$ cat src/rtl/pwm_fade_ctrl.sv
// rtl/pwm_fade_ctrl.sv - programs a 16-bit PWM (top, cmp, cnt sync) then ramps cmp toward a target on period edges
module pwm_fade_ctrl #(
  parameter int W  = 16,
  parameter int HW = 8
) (
  input  logic          clk,
  input  logic          nrst,
  input  logic          start,
  input  logic [W-1:0]  top_cfg,
  input  logic [W-1:0]  from_duty,
  input  logic [W-1:0]  to_duty,
  input  logic [W-1:0]  step,
  input  logic [HW-1:0] hold,
  input  logic [W-1:0]  pwm_cnt,
  input  logic [W-1:0]  pwm_top,
  output logic [W-1:0]  d,
  output logic [1:0]    sel,
  output logic          busy,
  output logic          done
);

  typedef enum logic [2:0] {IDLE, LD_TOP, LD_CMP, SYNC, RUN, UPD, DONE} state_t;

  localparam logic [1:0] SEL_NONE = 2'b00;
  localparam logic [1:0] SEL_CMP  = 2'b01;
  localparam logic [1:0] SEL_TOP  = 2'b10;
  localparam logic [1:0] SEL_CNT  = 2'b11;

  state_t        state, state_nx;
  logic [W-1:0]  to_r, step_r, cur, cur_nx, next_duty, d_nx;
  logic [HW-1:0] hold_r, hcnt, hcnt_nx;
  logic [1:0]    sel_nx;
  logic          busy_nx, done_nx, latch;
  logic          period_end;
  logic [W:0]    up_sum, dn_diff;

  assign period_end = (pwm_cnt >= pwm_top);

  // One extra bit catches carry/borrow so the ramp clamps at to_r instead of wrapping
  assign up_sum  = {1'b0, cur} + {1'b0, step_r};
  assign dn_diff = {1'b0, cur} - {1'b0, step_r};

  always_comb begin
    next_duty = cur;
    if (to_r > cur)
      next_duty = (up_sum >= {1'b0, to_r}) ? to_r : up_sum[W-1:0];
    else if (to_r < cur)
      next_duty = (dn_diff[W] || (dn_diff[W-1:0] <= to_r)) ? to_r : dn_diff[W-1:0];
  end

  always_comb begin
    state_nx = state;
    sel_nx   = SEL_NONE;
    d_nx     = d;
    busy_nx  = busy;
    done_nx  = 1'b0;
    cur_nx   = cur;
    hcnt_nx  = hcnt;
    latch    = 1'b0;
    case (state)
      IDLE: begin
        busy_nx = 1'b0;
        if (start) begin
          latch    = 1'b1;
          cur_nx   = from_duty;
          state_nx = LD_TOP;
          sel_nx   = SEL_TOP;
          d_nx     = top_cfg;
          busy_nx  = 1'b1;
        end
      end
      LD_TOP: begin
        state_nx = LD_CMP;
        sel_nx   = SEL_CMP;
        d_nx     = cur;
      end
      LD_CMP: begin
        state_nx = SYNC;
        sel_nx   = SEL_CNT;
        d_nx     = '0;
      end
      SYNC: begin
        hcnt_nx = '0;
        if (cur == to_r) begin
          state_nx = DONE;
          done_nx  = 1'b1;
        end else begin
          state_nx = RUN;
        end
      end
      RUN: begin
        if (period_end) begin
          if (hcnt == hold_r - HW'(1)) begin
            state_nx = UPD;
            sel_nx   = SEL_CMP;
            d_nx     = next_duty;
            cur_nx   = next_duty;
            hcnt_nx  = '0;
          end else begin
            hcnt_nx = hcnt + HW'(1);
          end
        end
      end
      UPD: begin
        if (cur == to_r) begin
          state_nx = DONE;
          done_nx  = 1'b1;
        end else begin
          state_nx = RUN;
        end
      end
      DONE: begin
        state_nx = IDLE;
        busy_nx  = 1'b0;
      end
      default: begin
        state_nx = IDLE;
        busy_nx  = 1'b0;
      end
    endcase
  end

  always_ff @(posedge clk or negedge nrst) begin
    if (!nrst) begin
      state  <= IDLE;
      d      <= '0;
      sel    <= SEL_NONE;
      busy   <= 1'b0;
      done   <= 1'b0;
      cur    <= '0;
      hcnt   <= '0;
      to_r   <= '0;
      step_r <= '0;
      hold_r <= '0;
    end else begin
      state <= state_nx;
      d     <= d_nx;
      sel   <= sel_nx;
      busy  <= busy_nx;
      done  <= done_nx;
      cur   <= cur_nx;
      hcnt  <= hcnt_nx;
      if (latch) begin
        to_r   <= to_duty;
        step_r <= (step == '0) ? W'(1) : step;
        hold_r <= (hold == '0) ? HW'(1) : hold;
      end
    end
  end

endmodule

$ cat config.mk
export PLATFORM = sky130hd
export DESIGN_NAME = pwm_fade_ctrl
export DESIGN_NICKNAME = d
export VERILOG_FILES = /design/src/rtl/pwm_fade_ctrl.sv
export SDC_FILE = /design/constraint.sdc
export NUM_CORES = 1
export LEC_CHECK = 0
export BUFFER_PORTS_ARGS = -buffer_cell sky130_fd_sc_hd__buf_2
export CORE_ASPECT_RATIO = 0.7
export CORE_MARGIN = 2
export CORE_UTILIZATION = 47
export DETAILED_ROUTE_END_ITERATION = 8
export PLACE_DENSITY = 0.8
export SETUP_SLACK_MARGIN = 0.5
export SLEW_MARGIN = 20
export SYNTH_ARGS = -nofsm -noshare
export SYNTH_HDL_FRONTEND = slang
export SYNTH_SLANG_ARGS = --single-unit
$ cat constraint.sdc
create_clock -name clk -period 7.3 [get_ports clk]
set_input_delay 0.365 -clock clk [delete_from_list [all_inputs] [get_ports clk]]
set_output_delay 0.365 -clock clk [all_outputs]
set_load 0.1 [all_outputs]
==> summary.md <==
| Metric | Value |
|---|---|
| Gpl congestion | `1.00` |
| Synth Flop Type | `dfrtp_1` |
| Place WS | `1870 ps` |
| Via/cell ratio | `5.90` |
| Fin worst setup slack | `1740 ps` |
| Worst relative slew slack | `33.6%` |
| First-pass iteration count of the detailed router | `5` |
| Placed insts | `1277` |
| Worst path max stage delay | `790 ps` |
| Worst Path Max Fanout | `21` |
| Root Driver | `clkbuf_16` |
| Sequential element share of the synthesized area | `27.5%` |
| Synth cell types | `76` |
| Worst setup EP type | `flip-flop` |
| # rows | `39` |
| Post-synth EDFFs | `0` |
| Min Hold Slack | `-1.09 ps` |
| Die X | `159 um` |
| Kind of critical path | `reg -> reg` |
| Final min period | `5560 ps` |
| CTS tree | `yes` |
| Total grt overflow | `0` |
| Largest net degree at the start of global routing | `75` |
| CTS sink count | `87` |
| Delay-heaviest family, CP | `compound AO/OA/AOI/OAI gates` |
| Detail Placement HPWL | `18400 um` |
| Cell area after layout | `9000 um2` |
| Vias in the first global route | `7093` |
| Layout Cells excl Fill | `1293` |
| Final net count | `1270` |
| Die area | `17900 um2` |
| RSZ-0062 raised after global routing | `no` |
| Final hold vios | `2` |
| CORE AREA | `16400 um2` |
| Layout cell share with drive strength beyond 1 | `16.7%` |
| Slew Viols, Final | `0` |
| Failing checks | `hold timing` |
| Syn Area/Cell | `8.20 um2` |
| WP data arrival | `5780 ps` |
| Worst Setup Start Kind | `flip-flop` |
| TritonCTS buffer count | `9` |
| # fillers | `1560` |
| Routed length per placed instance | `18.2 um` |
| P&R area growth vs syn | `13.8%` |
| Yosys warns | `0` |
| Initial antenna violation count | `0` |
| First-pass GRT wire length | `37600 um` |
| Post-CTS sizing | `0` |
| Fin Clk Skew | `13.2 ps` |
| Clock Latency Late Sink | `360 ps` |
| Post-CTS Setup Repair Bufs | `0` |
| Final Cycle Share | `76.1%` |
| Slowest CP cell | `a2111o_1` |
| Asr flop ratio synth | `100%` |
| Worst-path cell chain | `inv_1 > ha_1 > inv_1 > fa_1 > a21oi_1 > o2111ai_1 > a221oi_2 > o311ai_0 > ha_1 > nand4_1 > or3_1 > a21oi_1 > nor4_1 > a2111o_1 > mux2i_1 > a211oi_1 > a2111oi_0 > o21ai_1` |
| Die height | `113 um` |
| Starting DRT DRC Count | `579` |
| Vias | `7625` |
| Final TNS setup | `0 ps` |
| Yosys reg bits | `87` |
| Critical Path RT | `7530 ps` |
| Post-route DRC | `0` |
| DRT antenna net count | `0` |
| Worst slew pin tran | `995 ps` |
| Final setup vio count | `0` |
| Worst-path clk slew | `70 ps` |
| Worst hold path type | `in -> async` |
| Io pins | `127` |
| Number of diodes | `0` |
| Synth Cell Area | `7910 um2` |
| CTS Hold Buffers Added | `0` |
| Max Buffers Root-to-Sink | `2` |
| Synthesized net count | `1172` |
| WP buf/inv | `2` |
| I/O Buffers | `126` |
| Initial Util | `48.2%` |
| Post-Route WL | `23500 um` |
| Htree depth | `3` |
| Peak Freq | `180 MHz` |
| Multi-input gate area | `5220 um2` |
| Placed Area | `8670 um2` |
| MaxCap Viol Count | `0` |
| Status | `finished with violations` |
| Storage element area | `2180 um2` |
| Cell count after synthesis | `965` |
| Tot GR Track Use | `26.4%` |
==> layout by cell type (no fill, tap or decap), types with 4 or more instances in the layout <==
cell / count
o2111ai_1: 4
buf_2: 125
nand4_1: 10
o21ai_1: 7
and3_1: 12
mux2i_1: 17
o211ai_1: 8
dfrtp_1: 87
o211a_1: 4
o31ai_1: 5
nand3_1: 25
nand2b_1: 15
buf_4: 8
a221oi_2: 6
or3_1: 7
a21o_1: 10
nor4_1: 7
mux2_2: 9
a221oi_1: 6
ha_1: 98
or2_2: 5
a31oi_1: 19
nand2_1: 86
clkbuf_16: 9
xnor2_1: 24
nor2b_1: 15
o21ai_0: 81
o21a_1: 10
o21bai_1: 5
a211oi_1: 20
inv_1: 83
nor3_1: 19
a2111oi_0: 4
a211o_1: 7
a21oi_1: 72
nor2_1: 65
xor2_1: 9
==> stage by stage <==
stage,hold slack (ps),util (%)
floorplan,69.4,-
global placement,412,52.9
detailed placement,411,52.9
CTS,26.9,54.9
global route,48.5,54.9
finish,-1.09,54.9
==> area by class of cell <==
| cell class | count | area share [%] |
|---|---|---|
| repair buffers | 133 | 7.62 |
| flip-flops and latches | 87 | 24.2 |
| multi-input cells | 748 | 57.9 |
| inverters | 84 | 3.50 |
| well taps | 225 | 3.13 |
| clock buffers | 9 | 2.50 |
| clock inverters | 7 | 1.14 |
==> cells in the mapped netlist (4+ instances only) <==
| master | count | area share (%) |
|---|---|---|
| nor2b_1 | 15 | 1.2 |
| xor2_1 | 9 | 1.0 |
| o31ai_1 | 5 | 0.47 |
| o2111ai_1 | 4 | 0.44 |
| nor2_1 | 65 | 3.1 |
| a221oi_1 | 6 | 0.66 |
| a31oi_1 | 19 | 1.5 |
| nand3_1 | 25 | 1.6 |
| a21o_1 | 10 | 0.95 |
| o211a_1 | 4 | 0.51 |
| nand2_1 | 86 | 4.1 |
| a211o_1 | 7 | 0.78 |
| xnor2_1 | 24 | 2.7 |
| or3_1 | 7 | 0.55 |
| o21bai_1 | 5 | 0.47 |
| o21a_1 | 10 | 0.95 |
| and3_1 | 13 | 1.0 |
| ha_1 | 98 | 16 |
| nand4_1 | 10 | 0.79 |
| o21ai_1 | 6 | 0.38 |
| buf_1 | 5 | 0.24 |
| a221oi_2 | 6 | 1.1 |
| or2_2 | 5 | 0.40 |
| a21oi_1 | 72 | 4.6 |
| clkbuf_1 | 25 | 1.2 |
| a2111oi_0 | 4 | 0.44 |
| o211ai_1 | 8 | 0.76 |
| nor3_1 | 19 | 1.2 |
| mux2_2 | 9 | 1.3 |
| buf_2 | 13 | 0.82 |
| a211oi_1 | 20 | 1.9 |
| o21ai_0 | 82 | 5.2 |
| inv_1 | 83 | 3.9 |
| nand2b_1 | 15 | 1.2 |
| nor4_1 | 7 | 0.55 |
| mux2i_1 | 17 | 2.2 |
| dfrtp_1 | 87 | 28 |
==> cells by family after synthesis <==
| family | count (synthesis) | share of synthesized area [%] |
|---|---|---|
| compound gates | 302 | 25.0 |
| xor+xnor | 33 | 3.65 |
| fa+ha+maj | 100 | 16.0 |
| buf+inv | 130 | 6.56 |
| flops | 87 | 27.5 |
| mux | 26 | 3.43 |
| simple gates | 287 | 17.8 |
==> flip-flops by register name, indices dropped and copies added, names as in the netlist <==
signal / cells
sel: 2
state: 3
step_r: 16
hold_r: 8
d: 16
busy: 1
hcnt: 8
cur: 16
to_r: 16
done: 1
==> metal layers <==
layer | GRT usage, % | vias to the layer above | routed length, um
met5 | 0 | - | 0
met3 | 6.02 | 29 | 1920
met4 | 6.18 | 0 | 435
li1 | - | 3692 | -
met2 | 42.8 | 321 | 10500
met1 | 36.0 | 3583 | 10700
==> worst paths after layout <==
path                                  start         end  slack (ps)  cells past startpoint
worst max-delay path                 cur[0]       d[12]        1740                     18
worst min-delay path                   nrst  step_r[13]          -1                      1
worst max register to register       cur[0]       d[12]        1740                     18
worst min register to register        d[12]       d[12]         480                      2
max in group asynchronous              nrst    state[1]        6270                      2
min in group clk                to_duty[14]    to_r[14]         210                      3
==> worst register-to-register path, cell delays in order, from the launching register on <==
cell and delay [ps]:
dfrtp_1 450, inv_1 90, ha_1 160, inv_1 60, fa_1 420, a21oi_1 300, o2111ai_1 340, a221oi_2 480
o311ai_0 250, ha_1 370, nand4_1 130, or3_1 330, a21oi_1 150, nor4_1 70, a2111o_1 790, mux2i_1 330
a211oi_1 110, a2111oi_0 470, o21ai_1 130
Power is not shown: default switching activity piles up to over one toggle a cycle in this logic, so the estimate is an artifact.
